--- config.mk ---
export PLATFORM = sky130hd
export DESIGN_NAME = controller_poll_scheduler
export DESIGN_NICKNAME = d
export VERILOG_FILES = /design/src/rtl/controller_poll_scheduler.sv
export SDC_FILE = /design/constraint.sdc
export NUM_CORES = 1
export LEC_CHECK = 0
export CORE_MARGIN = 1.5
export CORE_UTILIZATION = 32
export CTS_BUF_LIST = sky130_fd_sc_hd__clkbuf_8
export CTS_CLUSTER_SIZE = 10
export DETAILED_ROUTE_END_ITERATION = 8
export PLACE_DENSITY = 0.64
export SKIP_LAST_GASP = 1
export SYNTH_ARGS = -nofsm -noshare
export SYNTH_HDL_FRONTEND = slang
export SYNTH_SLANG_ARGS = --single-unit
--- constraint.sdc ---
create_clock -name clk -period 1.7 [get_ports clk]
set_clock_uncertainty 0.15 [all_clocks]
set_input_delay 0.34 -clock clk [delete_from_list [all_inputs] [get_ports clk]]
set_output_delay 0.34 -clock clk [all_outputs]
set_load 0.05 [all_outputs]
--- src/rtl/controller_poll_scheduler.sv ---
// rtl/controller_poll_scheduler.sv - gamepad poll sequencer with edge masks, CPU registers and capture IRQ
module controller_poll_scheduler #(
    parameter int NUM_CONTROLLERS = 2,
    parameter int SETTLE_CYCLES   = 16,
    parameter int POLL_DIVIDER    = 1
) (
    input  logic                         clk,
    input  logic                         rst,
    input  logic                         frame_tick,
    input  logic                         poll_req,
    output logic                         start_fetch,
    input  logic [8*NUM_CONTROLLERS-1:0] buttons_in,
    input  logic                         cpu_rd,
    input  logic [3:0]                   cpu_addr,
    output logic [7:0]                   cpu_rdata,
    output logic                         busy,
    output logic                         irq,
    input  logic                         irq_ack
);

    localparam int         SW         = $clog2(SETTLE_CYCLES);
    localparam logic [SW-1:0] SETTLE_LOAD = SW'(SETTLE_CYCLES - 1);
    localparam logic [7:0] DIV_LAST   = 8'(POLL_DIVIDER - 1);

    typedef enum logic [1:0] {
        S_IDLE,
        S_FETCH,
        S_SETTLE,
        S_CAPTURE
    } state_t;

    state_t          state_q;
    logic [SW-1:0]   settle_q;
    logic [7:0]      div_q;
    logic            pending_q;
    logic            overrun_q;
    logic [5:0]      capture_count_q;

    logic [7:0]      cur_q      [NUM_CONTROLLERS];
    logic [7:0]      pressed_q  [NUM_CONTROLLERS];
    logic [7:0]      released_q [NUM_CONTROLLERS];

    logic            div_trig;
    logic            trigger;
    logic            capture;
    logic            overrun_set;

    logic [1:0]      rd_ctrl;
    logic [1:0]      rd_reg;
    logic            clr_overrun;
    logic [NUM_CONTROLLERS-1:0] clr_pressed;
    logic [NUM_CONTROLLERS-1:0] clr_released;
    logic [7:0]      status_byte;
    logic [7:0]      rd_mux;

    assign div_trig    = frame_tick && (div_q == DIV_LAST);
    assign trigger     = div_trig || poll_req;
    assign capture     = (state_q == S_CAPTURE);
    // A third trigger while one is already queued behind an active poll is lost.
    assign overrun_set = trigger && (state_q != S_IDLE) && pending_q;

    assign rd_ctrl     = cpu_addr[3:2];
    assign rd_reg      = cpu_addr[1:0];
    assign clr_overrun = cpu_rd && (rd_reg == 2'd3);
    assign status_byte = {capture_count_q, overrun_q, busy};

    // Frame divider: count frame ticks, wrap and fire on the last one of each group.
    always_ff @(posedge clk) begin
        if (rst) begin
            div_q <= 8'd0;
        end else if (frame_tick) begin
            div_q <= div_trig ? 8'd0 : div_q + 8'd1;
        end
    end

    // Register read mux and clear-on-read decode for the addressed controller.
    always_comb begin
        rd_mux       = 8'h00;
        clr_pressed  = '0;
        clr_released = '0;
        for (int k = 0; k < NUM_CONTROLLERS; k++) begin
            if (rd_ctrl == 2'(k)) begin
                clr_pressed[k]  = cpu_rd && (rd_reg == 2'd1);
                clr_released[k] = cpu_rd && (rd_reg == 2'd2);
                case (rd_reg)
                    2'd0:    rd_mux = cur_q[k];
                    2'd1:    rd_mux = pressed_q[k];
                    2'd2:    rd_mux = released_q[k];
                    default: rd_mux = 8'h00;
                endcase
            end
        end
        if (rd_reg == 2'd3) begin
            rd_mux = status_byte;
        end
    end

    // Poll sequencer: trigger queueing, fetch strobe, settle wait, capture bookkeeping, irq.
    always_ff @(posedge clk) begin
        if (rst) begin
            state_q         <= S_IDLE;
            settle_q        <= '0;
            start_fetch     <= 1'b0;
            busy            <= 1'b0;
            irq             <= 1'b0;
            pending_q       <= 1'b0;
            overrun_q       <= 1'b0;
            capture_count_q <= 6'd0;
        end else begin
            start_fetch <= 1'b0;
            // Clear first, then OR in a same-cycle set so a fresh event is never lost.
            overrun_q   <= (overrun_q && !clr_overrun) || overrun_set;
            // A capture in the same cycle as an acknowledge keeps the interrupt raised.
            irq         <= capture || (irq && !irq_ack);

            if (state_q != S_IDLE && trigger) begin
                pending_q <= 1'b1;
            end

            case (state_q)
                S_IDLE: begin
                    if (trigger || pending_q) begin
                        state_q     <= S_FETCH;
                        start_fetch <= 1'b1;
                        busy        <= 1'b1;
                        // Consuming a queued poll while a new trigger arrives re-queues it.
                        pending_q   <= pending_q && trigger;
                    end
                end
                S_FETCH: begin
                    settle_q <= SETTLE_LOAD;
                    state_q  <= S_SETTLE;
                end
                S_SETTLE: begin
                    if (settle_q == '0) begin
                        state_q <= S_CAPTURE;
                    end else begin
                        settle_q <= settle_q - 1'b1;
                    end
                end
                S_CAPTURE: begin
                    state_q         <= S_IDLE;
                    busy            <= 1'b0;
                    capture_count_q <= capture_count_q + 6'd1;
                end
                default: begin
                    state_q <= S_IDLE;
                    busy    <= 1'b0;
                end
            endcase
        end
    end

    // Button snapshot and sticky edge masks, cleared on read before new edges are merged.
    always_ff @(posedge clk) begin
        if (rst) begin
            for (int k = 0; k < NUM_CONTROLLERS; k++) begin
                cur_q[k]      <= 8'h00;
                pressed_q[k]  <= 8'h00;
                released_q[k] <= 8'h00;
            end
        end else begin
            for (int k = 0; k < NUM_CONTROLLERS; k++) begin
                pressed_q[k]  <= (clr_pressed[k] ? 8'h00 : pressed_q[k])
                               | (capture ? (buttons_in[8*k +: 8] & ~cur_q[k]) : 8'h00);
                released_q[k] <= (clr_released[k] ? 8'h00 : released_q[k])
                               | (capture ? (~buttons_in[8*k +: 8] & cur_q[k]) : 8'h00);
                if (capture) begin
                    cur_q[k] <= buttons_in[8*k +: 8];
                end
            end
        end
    end

    // Registered CPU read data; holds between reads.
    always_ff @(posedge clk) begin
        if (rst) begin
            cpu_rdata <= 8'h00;
        end else if (cpu_rd) begin
            cpu_rdata <= rd_mux;
        end
    end

endmodule

==> results.py <==
metrics = {
    "setup_path": {
        "cp.arrival_ps": 1730,
        "start_kind": "input pin",
        "r2r_cells": 4,
        "cp-endpoint": "released_q[0][1]",
        "startpoint": "cpu_rd",
        "cp-end-kind": "register",
        "required_ps": 1800,
        "critPathMaxFanout": 3,
        "crit-reg2reg-capture": "cur_q[0][8]",
        "r2r-start": "state_q[0]",
        "reg2reg_slack_ps": 70,
        "path_class": "in -> reg",
    },
    "route": {
        "via_per_inst": 4.91,
        "antenna_left": 0,
        "dr.pass1.iters": 4,
        "drc_errors": 0,
        "routedWlPerCell_um": 14.5,
        "drt_iter0_drc": 107,
        "wirelength_um": 8510,
        "vias": 2882,
    },
    "timing": {
        "drv_slew": 0,
        "tightest_slew_ps": 300,
        "slew_headroom_pct": 79.7,
        "max_freq_mhz": 613,
        "hold_viol_final": 0,
        "period_share_pct": 96.0,
        "setup_viol": 0,
        "period_minus_slack_ps": 1630,
    },
    "placement": {
        "globalplace.congestion": 0.830,
        "hpwl_um": 6290,
        "dp_cells": 569,
        "port_buffers": 36,
    },
    "synth": {
        "postSynthAreaPerCell_um2": 10.4,
        "synth-main-ff-cell": "dfxtp_1",
        "ys_async_sr_fraction_pct": 0,
        "synth_edf_count": 16,
        "synth_seq_cells": 81,
        "netlist_area_um2": 3720,
        "seq_area_frac_synth_pct": 47.8,
        "yosysWarnings": 0,
        "synth_nets": 394,
        "synthesis.instances": 359,
        "synth_cell_types": 52,
    },
    "final_layout": {
        "nNetsFinal": 474,
        "fin_cells": 587,
        "fillers": 1102,
        "areaGrowthSynthToFinish_pct": 32.2,
        "drive_gt1_share_pct": 22.7,
        "diodes": 0,
    },
    "pwr": {
        "power_frac_comb_pct": 27.7,
        "netSwitchingPower_mw": 1.62,
        "p_int_mw": 3.46,
        "total_power_mw": 5.09,
        "p_leak_nw": 2.04,
        "p_sw_share_pct": 31.9,
        "vdd_drop_max_mv": 0.579,
        "pwr-share-clk_pct": 25.5,
        "p_seq_share_pct": 46.8,
        "power_density_nw_per_um2": 1030,
    },
    "grt": {
        "grt_start_max_net_pins": 31,
        "grt_pass1_wl_um": 14400,
        "track_usage_pct": 14.7,
        "grt-ovfl-total": 0,
        "antenna_found_initial": 0,
        "grt_pass1_vias": 2912,
    },
    "job": {
        "drv_cap": 0,
    },
    "clock_tree": {
        "htree_levels": 3,
        "cts_tree": "done",
        "cts_root_buf": "clkbuf_8",
        "clk_pin_slew_ps": 90,
        "clock-sinks": 81,
        "clk_latency_ps": 350,
        "numCtsBuffers": 9,
        "cts.path.max_buffers": 2,
    },
    "floorplanning": {
        "start_util_pct": 32.8,
        "ioPinCount": 37,
        "num_rows": 39,
        "fp.dieH_um": 111,
        "coreArea_um2": 11400,
        "die_x_um": 111,
        "die_area_um2": 12300,
    },
    "status": {
        "status": "complete, no violations",
    },
    "min_path": {
        "hold_path.startpoint": "pressed_q[0][12]",
        "hold_path.class": "reg -> reg",
    },
}
-- cell usage after synthesis, drive strengths merged (2+ instances only) --
| library cell | number | area, µm² |
|---|---|---|
| edfxtp | 16 | 480 |
| mux4 | 7 | 165 |
| nand2 | 33 | 126 |
| buf | 12 | 100 |
| nor2b | 7 | 46.3 |
| xnor2 | 4 | 35.0 |
| ha | 9 | 113 |
| nor2 | 19 | 71.3 |
| a32o | 16 | 160 |
| a21oi | 15 | 101 |
| xor2 | 7 | 61.3 |
| a31oi | 11 | 90.1 |
| o22ai | 9 | 56.3 |
| a22o | 8 | 70.1 |
| mux2i | 11 | 110 |
| inv | 44 | 165 |
| nor4b | 2 | 47.6 |
| dfxtp | 65 | 1300 |
| and2b | 7 | 55.1 |
| o21ai | 9 | 45.0 |
| nor3 | 10 | 50.1 |
| clkbuf | 3 | 11.3 |
| and2 | 9 | 58.8 |
| a211o | 3 | 26.3 |
| nand4 | 7 | 43.8 |
-- per-layer routing --
metal,vias to the layer above,GRT usage (%),share of wire (%)
met5,-,0,0
met4,0,6.50,1.6
met3,11,2.19,3.9
met2,56,24.4,47
met1,1387,19.1,47
li1,1428,-,-
-- through the flow --
| step | worst slack [ps] | hold slack (ps) | cell area [µm²] | utilization, % | setup TNS, ps |
|---|---|---|---|---|---|
| finish | 68.1 | 312 | 4920 | 43.3 | 0 |
| floorplan | 44.0 | 267 | 3720 | - | 0 |
| global placement | -382 | 286 | 4700 | 41.3 | -16310 |
| CTS | -25.9 | 314 | 4880 | 42.9 | -50.7 |
| detailed placement | -408 | 295 | 4700 | 41.3 | -17290 |
| global route | -1.86 | 334 | 4920 | 43.3 | -2.65 |
-- power groups by stage --
stage | Combinational [mW] | Sequential, mW | Clock, mW
2_1_floorplan | 0.750 | 2.44 | 0
3_3_place_gp | 1.31 | 2.39 | 0
3_5_place_dp | 1.36 | 2.40 | 0
4_1_cts | 1.37 | 2.36 | 1.34
5_1_grt | 1.56 | 2.40 | 1.42
6_report | 1.41 | 2.38 | 1.30
-- flip-flops by register name, summed over array words and instances (netlist names), 2 cells and up --
signal and flops:
pressed_q 16, capture_count_q 6, released_q 16, cpu_rdata 8, settle_q 4, div_q 8
state_q 2, cur_q 16
-- area by class of cell --
class / count / area, µm² / share of cell area [%]
Clock inverter: 6 / 42.5 / 0.864
Sequential cell: 81 / 1780 / 36.2
Tap cell: 143 / 179 / 3.63
Clock buffer: 10 / 138 / 2.80
Timing Repair Buffer: 84 / 926 / 18.8
Inverter: 44 / 165 / 3.35
Multi-Input combinational cell: 219 / 1690 / 34.3
-- cell usage in the layout (no fill, tap or decap), types with 2 or more instances in the layout --
cell type and n:
xnor2_1 4, a22o_1 8, mux4_2 6, nor3_1 10, nand4_1 7, clkinv_2 2
inv_2 2, and2_1 8, a211o_1 3, nor2b_1 6, clkinvlp_4 2, ha_1 8
clkdlybuf4s50_1 24, mux2i_1 11, nor2_1 19, o22ai_1 9, nand2_1 32, o21ai_0 9
a21oi_1 11, a31oi_1 9, a21oi_4 3, inv_1 42, dfxtp_1 64, edfxtp_1 16
and2b_1 6, buf_12 18, nor4b_4 2, buf_4 38, xor2_1 7, buf_6 2
a32o_1 16, clkbuf_8 10
-- worst min-delay path by stage --
stage	to	slack, ps	cells after the start
finish	pressed_q[0][12]	310	2
global route	released_q[0][1]	330	1
CTS	pressed_q[0][12]	310	2
detailed placement	pressed_q[0][12]	290	2
global placement	pressed_q[0][14]	290	2
floorplan	pressed_q[0][8]	270	2
-- timing repair --
| action | 4_1_cts | 5_1_grt |
|---|---|---|
| hold buffers | 0 | 0 |
| gates cloned | 0 | 1 |
| setup endpoints to repair | 4 | 16 |
| gates resized for setup | 1 | 12 |
| buffers inserted | 0 | 1 |
| pin swaps | 0 | 1 |
-- worst max-delay path, cell delays in order --
cell,delay (ps)
clkdlybuf4s50_1,500
and2b_4,200
and2b_1,240
a21oi_4,100
buf_4,160
a32o_1,190
-- cells by family (layout without fill, tap and decap cells) --
family	Yosys count	count (layout)	synth area share (%)
AND/OR/NAND/NOR	99	99	14.3
flip-flops	81	81	47.8
AO/OA/AOI/OAI	80	80	16.9
buffers and inverters	59	144	7.42
multiplexers	19	19	7.69
XOR/XNOR	11	11	2.59
adder cells (fa/ha/maj)	10	10	3.33
(Power assumes the default switching activity.)
